<file path="src/rtl/tr_manual_pulse_gen.sv">
// Manual-mode step-pulse generator for the TR drive.
// Produces a square step train (continuous or exactly N pulses), a latched
// direction line and a signed position counter that follows the step rises.
module tr_manual_pulse_gen #(
    parameter int WIDTH_C_P  = 16,
    parameter int MIN_PERIOD = 2
) (
    input  logic                     clk,
    input  logic                     rst,
    input  logic                     start,
    input  logic                     start_N,
    input  logic                     stop,
    input  logic [2*WIDTH_C_P-1:0]   period_MANUAL,
    input  logic [2*WIDTH_C_P-1:0]   PULSE_NUMBER,
    input  logic                     dir_MANUAL,
    input  logic                     count_MANUAL,
    output logic                     step,
    output logic                     dir,
    output logic                     busy,
    output logic                     done,
    output logic [2*WIDTH_C_P-1:0]   position
);

    localparam int              W2    = 2 * WIDTH_C_P;
    localparam logic [W2-1:0]   MIN_P = W2'(MIN_PERIOD);
    localparam logic [W2-1:0]   ONE   = W2'(1);
    localparam logic [W2-1:0]   ZERO  = W2'(0);

    typedef enum logic [1:0] {
        IDLE     = 2'd0,
        RUN_CONT = 2'd1,
        RUN_N    = 2'd2
    } state_t;

    state_t          state_r, state_nxt_s;
    logic [W2-1:0]   period_r, period_nxt_s;
    logic [W2-1:0]   ph_r, ph_nxt_s;
    logic [W2-1:0]   rem_r, rem_nxt_s;
    logic [W2-1:0]   position_r, position_nxt_s;
    logic            step_r, step_nxt_s;
    logic            dir_r, dir_nxt_s;
    logic            busy_r, busy_nxt_s;
    logic            done_r, done_nxt_s;
    logic            last_ph_s;
    logic            enter_s;

    // Requests below the minimum period are raised to it so the high phase is never empty.
    function automatic logic [W2-1:0] clamp_period(input logic [W2-1:0] req);
        logic [W2-1:0] res;
        if (req < MIN_P) begin
            res = MIN_P;
        end else begin
            res = req;
        end
        return res;
    endfunction

    assign step     = step_r;
    assign dir      = dir_r;
    assign busy     = busy_r;
    assign done     = done_r;
    assign position = position_r;

    // Next-state, waveform phase, pulse countdown and position update.
    always_comb begin
        state_nxt_s    = state_r;
        period_nxt_s   = period_r;
        ph_nxt_s       = ph_r;
        rem_nxt_s      = rem_r;
        step_nxt_s     = 1'b0;
        dir_nxt_s      = dir_r;
        done_nxt_s     = 1'b0;
        position_nxt_s = position_r;
        enter_s        = 1'b0;
        last_ph_s      = (ph_r == (period_r - ONE));

        case (state_r)
            IDLE: begin
                if (stop) begin
                    state_nxt_s = IDLE;
                end else if (start) begin
                    state_nxt_s = RUN_CONT;
                    enter_s     = 1'b1;
                end else if (start_N && (PULSE_NUMBER != ZERO)) begin
                    state_nxt_s = RUN_N;
                    enter_s     = 1'b1;
                end else begin
                    state_nxt_s = IDLE;
                end
            end
            RUN_CONT: begin
                if (stop) begin
                    state_nxt_s = IDLE;
                    ph_nxt_s    = ZERO;
                end else begin
                    ph_nxt_s   = last_ph_s ? ZERO : (ph_r + ONE);
                    step_nxt_s = (ph_nxt_s < (period_r >> 1));
                end
            end
            RUN_N: begin
                if (stop) begin
                    state_nxt_s = IDLE;
                    ph_nxt_s    = ZERO;
                end else if (last_ph_s && (rem_r == ONE)) begin
                    // Final period has completed: leave with a one-cycle done pulse.
                    state_nxt_s = IDLE;
                    ph_nxt_s    = ZERO;
                    rem_nxt_s   = ZERO;
                    done_nxt_s  = 1'b1;
                end else begin
                    ph_nxt_s   = last_ph_s ? ZERO : (ph_r + ONE);
                    step_nxt_s = (ph_nxt_s < (period_r >> 1));
                    if (last_ph_s) begin
                        rem_nxt_s = rem_r - ONE;
                    end else begin
                        rem_nxt_s = rem_r;
                    end
                end
            end
            default: begin
                state_nxt_s = IDLE;
                ph_nxt_s    = ZERO;
            end
        endcase

        // Run parameters are captured once; the first rise shares the start edge.
        if (enter_s) begin
            period_nxt_s = clamp_period(period_MANUAL);
            ph_nxt_s     = ZERO;
            rem_nxt_s    = PULSE_NUMBER;
            dir_nxt_s    = dir_MANUAL;
            step_nxt_s   = 1'b1;
        end else begin
            period_nxt_s = period_nxt_s;
        end

        if (step_nxt_s && !step_r && count_MANUAL) begin
            position_nxt_s = dir_nxt_s ? (position_r + ONE) : (position_r - ONE);
        end else begin
            position_nxt_s = position_r;
        end

        busy_nxt_s = (state_nxt_s != IDLE);
    end

    // State and output registers with asynchronous active-low reset.
    always_ff @(posedge clk or negedge rst) begin
        if (!rst) begin
            state_r    <= IDLE;
            period_r   <= ZERO;
            ph_r       <= ZERO;
            rem_r      <= ZERO;
            position_r <= ZERO;
            step_r     <= 1'b0;
            dir_r      <= 1'b0;
            busy_r     <= 1'b0;
            done_r     <= 1'b0;
        end else begin
            state_r    <= state_nxt_s;
            period_r   <= period_nxt_s;
            ph_r       <= ph_nxt_s;
            rem_r      <= rem_nxt_s;
            position_r <= position_nxt_s;
            step_r     <= step_nxt_s;
            dir_r      <= dir_nxt_s;
            busy_r     <= busy_nxt_s;
            done_r     <= done_nxt_s;
        end
    end

endmodule

</file>
<file path="config.mk">
export PLATFORM = sky130hd
export DESIGN_NAME = tr_manual_pulse_gen
export DESIGN_NICKNAME = d
export VERILOG_FILES = /design/src/rtl/tr_manual_pulse_gen.sv
export SDC_FILE = /design/constraint.sdc
export NUM_CORES = 1
export LEC_CHECK = 0
export BUFFER_PORTS_ARGS = -buffer_cell sky130_fd_sc_hd__buf_2
export CAP_MARGIN = 0
export CORE_AREA = 2 2 148 136
export CTS_CLUSTER_DIAMETER = 50
export CTS_CLUSTER_SIZE = 28
export DETAILED_ROUTE_END_ITERATION = 12
export DIE_AREA = 0 0 150 138
export GPL_TIMING_DRIVEN = 0
export HOLD_SLACK_MARGIN = 0.15
export PLACE_DENSITY = 0.77
export RECOVER_POWER = 100
export REMOVE_ABC_BUFFERS = 1
export SYNTH_ARGS = -nofsm -noshare
export SYNTH_HDL_FRONTEND = slang
export SYNTH_SLANG_ARGS = --single-unit
</file>
<file path="constraint.sdc">
create_clock -name clk -period 5.8 [get_ports clk]
set_input_delay 1.16 -clock clk [delete_from_list [all_inputs] [get_ports clk]]
set_output_delay 1.16 -clock clk [all_outputs]
set_load 0.01 [all_outputs]
</file>
==> results of run 1 <==
-- report_power, final --
group | switching, mW | internal, mW
clock network | 0.442 | 0.698
registers | 0.238 | 1.14
logic | 1.19 | 1.03
-- path summary, 6_finish.rpt --
kind                               from           end
max                        period_r[17]  position[22]
min                        position[31]  position[31]
max reg2reg                period_r[17]  position[22]
min reg2reg                position[31]  position[31]
max in group asynchronous           rst  period_r[30]
min in group asynchronous           rst  position[12]
-- layer usage --
layer  share of wire, %  wire length, um
met5                  0                0
met4                2.6              746
met3                6.8             1920
met2                 46            13000
met1                 45            12600
-- synthesized netlist by cell type, types with 5 or more instances --
cell type / n
a2111oi_0: 5
a211oi_1: 11
a21o_1: 24
a21oi_1: 40
a22o_1: 30
a31oi_1: 33
and2_1: 9
and3_1: 23
and4_1: 7
buf_2: 6
clkbuf_1: 45
dfrtp_1: 134
ha_1: 68
inv_1: 55
mux2_4: 28
nand2_1: 89
nand3_1: 37
nand3b_1: 11
nand4_1: 32
nand4b_1: 6
nor2_1: 133
nor2b_1: 8
nor3_1: 43
nor4_1: 35
o211ai_1: 7
o21ai_0: 93
o21bai_1: 6
o31ai_1: 8
or3_1: 9
or4_1: 8
xnor2_1: 50
xor2_1: 40
-- logic make-up (layout without fill, tap and decap cells) --
logic type	after synthesis	after routing
xor gates and xnor gates	90	90
muxes	33	33
AOI/OAI and AO/OA	296	296
and+or+nand+nor	473	474
buffers and inverters	112	231
DFF	134	134
adders and majority gates	69	69
-- per-stage QoR --
step | cells | setup TNS (ns) | util, % | worst slack, ns | power (mW)
3_5_place_dp | 1517 | -39.91 | 57.5 | -2.01 | 3.41
4_1_cts | 1566 | 0 | 62.3 | 0.00235 | 4.68
3_3_place_gp | 1511 | -84.25 | 56.6 | -2.94 | 3.33
6_report | 1582 | 0 | 63.2 | 0.0768 | 4.73
2_1_floorplan | 1150 | -20.45 | - | -1.11 | 2.88
5_1_grt | 1582 | -0.464 | 63.2 | -0.0490 | 5.05
-- what timing repair did --
item	CTS	global route
pin swaps	7	15
cloned	2	2
buffers inserted	15	14
endpoints found under the hold margin	0	0
gates resized for setup	35	19
endpoints found under the setup margin	33	32
-- state kept, by name, indices dropped and copies added, names as in the netlist --
register,count
period_r,32
ph_r,32
position,32
rem_r,32
state_r,2
busy,1
dir,1
done,1
step,1
-- worst reg2reg max path: stages, from the launching register on --
cell	delay [ns]
dfrtp_2	0.41
or4_4	0.57
or4_4	0.52
or3_1	0.40
o211a_1	0.25
o31ai_4	0.24
o2111ai_2	0.20
nor2_4	0.18
buf_4	0.15
buf_6	0.15
nor2_1	0.09
ha_1	0.30
nand4_1	0.09
nor2_1	0.26
o21ai_1	0.18
o211ai_1	0.26
o21bai_4	0.22
o311ai_2	0.15
a31oi_4	0.40
nor2_4	0.09
buf_4	0.19
mux2_4	0.30
-- area by class of cell --
type	instances	area, um^2	share of cell area [%]
repair buffers	143	927	7.57
well taps	255	319	2.60
clock inverters	12	151	1.24
multi-input cells	962	6820	55.7
repair inverters	1	7.51	0.0613
inverters	55	210	1.72
flip-flops and latches	134	3360	27.4
clock buffers	20	457	3.73
==> metrics.csv, run 1 <==
metric,value,unit
outcome,"finished, violations left",
violations,"max-capacitance violations, max-slew violations",
yosysSeqAreaShare,32.3,%
antenna_found_initial,0,
cts_tree,done,
synth_xor_area_share,7.59,%
cp.depth,21,
synth_area_leaders,"dfrtp_1 32%, ha_1 8.2%, nor2_1 4.8%",
critPathMaxFanout,10,
wl_per_cell,17.9,um
clock_sinks,134,
max_stage_delay,0.57,ns
critPathKind,reg2reg,
yosys.area.top_type,dfrtp_1,
fin_nets,1454,
antenna_cells,0,
syn_inst,1207,
overflow,0,
final_common_cell,nor2_1,
global_route.usage.met2,42.7,%
drt-pass1-iter-count,6,
drc,0,
die_x,150,um
ys_async_sr_fraction,100,%
vias,9758,
ys_types,74,
gp_congestion,0.880,
cts_buffers,17,
drive_gt1_share,18.1,%
crit_slowest_cell,or4_4,
cp-start-kind,flop,
path_delay_family,simple AND/OR/NAND/NOR gates,
busiest_layer,met2,
maxSlewViolCount,55,
rows,49,
vdd_ir_drop_max,193,uV
finalHoldViolCount,0,
crit_path_cell_trace,or4_4 -> or4_4 -> or3_1 -> o211a_1 -> o31ai_4 -> o2111ai_2 -> nor2_4 -> buf_4 -> buf_6 -> nor2_1 -> ha_1 -> nand4_1 -> nor2_1 -> o21ai_1 -> o211ai_1 -> o21bai_4 -> o311ai_2 -> a31oi_4 -> nor2_4 -> buf_4 -> mux2_4,
ys_warn_count,0,
place_area,11100,um^2
synthToLayoutAreaGrowth,18.0,%
wirelength,28300,um
finalHoldWorstSlack,0.499,ns
io_buffer_count,106,
ys_ff_latch,134,
dieArea,20700,um^2
yosys-mux-area-fraction,4.56,%
critPathRequiredTime,6.11,ns
rsz0062_at_grt,true,
leakagePower,5.33,nW
ios,107,
start_util,53.6,%
path_buf_inv,3,
hold_depth,1,
via_per_inst,6.17,
end_kind,flop,
layout_common_cells,"130 x nor2_1, 129 x dfrtp_1, 89 x o21ai_0, 88 x nand2_1, 87 x buf_2",
yosys.area.top_type_share,32.3,%
synth_edf_count,0,
clk_latency,0.43,ns
postSynthAreaPerCell,8.60,um^2
finalCritPeriodShare,98.7,%
r2r_cells,21,
ys.flop_type,dfrtp_1,
reg2reg_slack,0.08,ns
fin_area,12200,um^2
cts_buffer_depth,2,
worst_slew_pin_slew,3.13,ns
first_global_vias,9230,
cts_max_level,4,
holdBufCountCts,0,
drt_iter0_markers,964,
die_h,138,um
max_slew_margin,-108,%
cap_violations,1,
setup_violations,0,
power_density,386,nW/um^2
synth-simple-area-share,23.6,%
synth_area,10400,um^2
hp-class,reg2reg,
path_clk_slew,0.06,ns
synth_top_family_by_area,simple AND/OR/NAND/NOR gates,
clock_skew,0.0101,ns
cts-root-buf,clkbuf_16,
grtUsageTotal,27.0,%
grt_pass1_wl,45900,um
coreArea,19400,um^2
synth_compound_area_share,19.0,%
grt_max_degree,81,
ant_nets,0,
met1_usage,37.9,%
fmax,175,MHz
post-route-min-period,5.72,ns
worstPathArrival,6.04,ns
yosys.area_share.adder,8.39,%
grt_use_met3,4.88,%
fill_cells,1628,
dp_hpwl,19400,um
(Power assumes the default switching activity.)
==> run 2: changes to the inputs <==
--- a/config.mk
+++ b/config.mk
@@ -5,7 +5,7 @@
 export SDC_FILE = /design/constraint.sdc
 export NUM_CORES = 1
 export LEC_CHECK = 0
-export BUFFER_PORTS_ARGS = -buffer_cell sky130_fd_sc_hd__buf_2
+export BUFFER_PORTS_ARGS = -buffer_cell sky130_fd_sc_hd__buf_4
 export CAP_MARGIN = 0
 export CORE_AREA = 2 2 148 136
 export CTS_CLUSTER_DIAMETER = 50
@@ -17,6 +17,7 @@
 export PLACE_DENSITY = 0.77
 export RECOVER_POWER = 100
 export REMOVE_ABC_BUFFERS = 1
+export SETUP_SLACK_MARGIN = 0.15
 export SYNTH_ARGS = -nofsm -noshare
 export SYNTH_HDL_FRONTEND = slang
 export SYNTH_SLANG_ARGS = --single-unit
==> run 2 against run 1 <==
  * The run still ends with max-capacitance violations, max-slew violations left
  * Critical path depth grew 2
  * Die area is the same
  * Cell count grew 1.5%
  * Worst setup slack lost 0.032 ns
  * Global-route usage grew 1.0 points
  * Register-to-register slack lost 0.03 ns
  * Via count grew 5.1%
  * Hold slack lost 0.019 ns
  * Sequential share of layout area shrank 1.4 points
  * Combinational power grew 5%
  * Fmax shrank 0.55%
  * Critical path type unchanged
==> metrics.csv, run 2 (same netlist as run 1, synthesis figures left out) <==
metric,value,unit,change
io_buffer_count,106,,unchanged
max_stage_delay,0.53,ns,-0.04 ns
switchingPower,1.94,mW,+4.1%
total_power,4.88,mW,+3.1%
max_slew_margin,-155,%,-46 points
worstPathArrival,6.06,ns,+0.02 ns
grt_max_degree,70,,-14%
power_frac_seq,28.3,%,-0.9 points
cts_tree,done,,
violations,"max-capacitance violations, max-slew violations",,
worst_slew_pin_slew,3.82,ns,+0.695 ns
hold_depth,1,,unchanged
start_util,53.6,%,unchanged
finalHoldViolCount,0,,unchanged
vdd_ir_drop_max,216,uV,+12%
path_clk_slew,0.06,ns,about the same
coreArea,19400,um^2,unchanged
hold_start,position[31],,
critPathRequiredTime,6.10,ns,about the same
top_layer,met4,,
fin_nets,1478,,+1.7%
outcome,"finished, violations left",,
setup_ws,0.0452,ns,-0.0316 ns
final_common_cell,dfrtp_1,,
reg2reg_to,position[27],,
dieArea,20700,um^2,unchanged
gp_congestion,0.892,,+1.3%
holdBufCountCts,0,,unchanged
crit_path_cell_trace,or4_4 -> or4_4 -> or3_4 -> o211a_1 -> o31ai_4 -> o2111ai_2 -> nor2_4 -> buf_12 -> buf_16 -> nor2_4 -> ha_4 -> a21o_1 -> a21o_1 -> a21oi_2 -> o211a_1 -> o211ai_1 -> buf_4 -> o21bai_4 -> o311ai_4 -> a31oi_4 -> nor2_8 -> clkbuf_16 -> mux2_4,,
drt_iter0_markers,1019,,+5.7%
vias,10300,,+5.1%
clock_skew,0.0177,ns,+0.00766 ns
rows,49,,unchanged
tns,0,ns,unchanged
cap_violations,3,,+2
overflow,0,,unchanged
power_density,378,nW/um^2,-2.2%
p_comb_share,47.6,%,+0.9 points
cts-root-buf,clkbuf_16,,
ios,107,,unchanged
hp-class,reg2reg,,
first_global_vias,9564,,+3.6%
cts_buffers,17,,unchanged
wl_per_cell,19.0,um,+6.5%
ant_nets,0,,unchanged
drt-met1-wl,12900,um,+2.8%
critPathMaxFanout,5,,-5
clkPwrFrac,24.1,%,about the same
antenna_found_initial,0,,unchanged
fmax,174,MHz,-0.55%
cts_max_level,4,,unchanged
rsz0062_at_grt,true,,
antenna_cells,0,,unchanged
via_per_inst,6.39,,+3.6%
r2r_cells,23,,+9.5%
r2r-start,period_r[17],,
hold-path-endpoint,position[31],,
finalCritPeriodShare,99.2,%,+0.54 points
end_kind,flop,,
place_ws,-2.04,ns,-0.0278 ns
synthToLayoutAreaGrowth,24.5,%,
critPathKind,reg2reg,,
drive_gt1_share,20.2,%,+2.1 points
internal-power,2.94,mW,+2.5%
layout_common_cells,"130 x dfrtp_1, 122 x nor2_1, 105 x buf_4, 88 x nand2_1, 87 x o21ai_0",,
cp-start-kind,flop,,
drt-pass1-iter-count,7,,+1
wirelength,30500,um,+8.1%
crit_slowest_cell,or4_4,,
maxSlewViolCount,175,,+220%
grtUsageTotal,28.1,%,+1.0 points
grt_pass1_wl,47300,um,+3.1%
wl_met2,14500,um,+12%
setup_violations,0,,unchanged
clk_latency,0.43,ns,about the same
die_h,138,um,unchanged
cts_buffer_depth,2,,unchanged
switching_share,39.8,%,+0.38 points
leakagePower,5.50,nW,+3.2%
drc,0,,unchanged
die_x,150,um,unchanged
reg2reg_slack,0.05,ns,-0.03 ns
met3_length,2280,um,+18%
post-route-min-period,5.75,ns,+0.0316 ns
dp_hpwl,19600,um,+0.97%
clock_sinks,134,,unchanged
## run 2: cell count changes in the layout (fill, tap and decap cells not counted), sizes merged
cell    change
clkbuf     +18
buf         +3
inv         +3
clkinv      -2
bufinv      +1
## run 2: how the worst max path moves through the flow
| stage | start | to | slack, ns | cells past startpoint |
|---|---|---|---|---|
| floorplan | PULSE_NUMBER[29] | position[31] | -1.11 | 18 |
| global placement | PULSE_NUMBER[0] | position[31] | -2.98 | 19 |
| detailed placement | PULSE_NUMBER[0] | position[31] | -2.04 | 19 |
| CTS | period_r[22] | position[16] | 0.15 | 23 |
| global route | period_r[17] | position[28] | -0.08 | 23 |
| finish | period_r[17] | position[27] | 0.05 | 23 |
## run 2: layout make-up
class	count	area [um^2]
Sequential cell	134	3360
Tap cell	255	319
Clock buffer	17	425
Inverter	55	210
Clock inverter	14	198
Timing Repair Buffer	167	1350
Fill cell	1549	6450
Timing Repair inverter	1	7.51
Multi-Input combinational cell	962	7050
## run 2: critical path: cells and delay by family (launching register included)
| kind | cells | cell delay, ns |
|---|---|---|
| simple gates | 6 | 1.82 |
| mux | 1 | 0.29 |
| buf+inv | 4 | 0.63 |
| compound gates | 11 | 2.21 |
| flops | 1 | 0.40 |
| fa+ha+maj | 1 | 0.27 |
## run 2: stage by stage
stage / cells / hold WS, ns / cell area, um^2 / utilization [%]
2_1_floorplan: 1150 / 0.504 / 10100 / -
3_3_place_gp: 1511 / 0.489 / 11200 / 57.9
3_5_place_dp: 1517 / 0.475 / 11400 / 58.8
4_1_cts: 1583 / 0.483 / 12600 / 65.3
5_1_grt: 1605 / 0.519 / 12900 / 66.7
6_report: 1605 / 0.481 / 12900 / 66.7
## run 2: timing repair
item                       in CTS  in global routing
setup endpoints to repair      33                 32
gates resized for setup        57                 54
cloned                          4                  1
setup buffers                  31                 21
pin swaps                      26                 55
## run 2: metal layers
layer  vias to the layer above  GRT usage (%)
met5                         -              0
li1                       4718              -
met4                         0           7.40
met1                      4968           38.3
met2                       484           46.1
met3                        86           5.02
## run 2: power by group through the flow
stage               clock [mW]  combinational [mW]  sequential (mW)
floorplan                    0                1.49             1.38
global placement             0                2.03             1.38
detailed placement           0                2.11             1.39
CTS                       1.18                2.27             1.38
global route              1.23                2.54             1.41
finish                    1.18                2.32             1.38
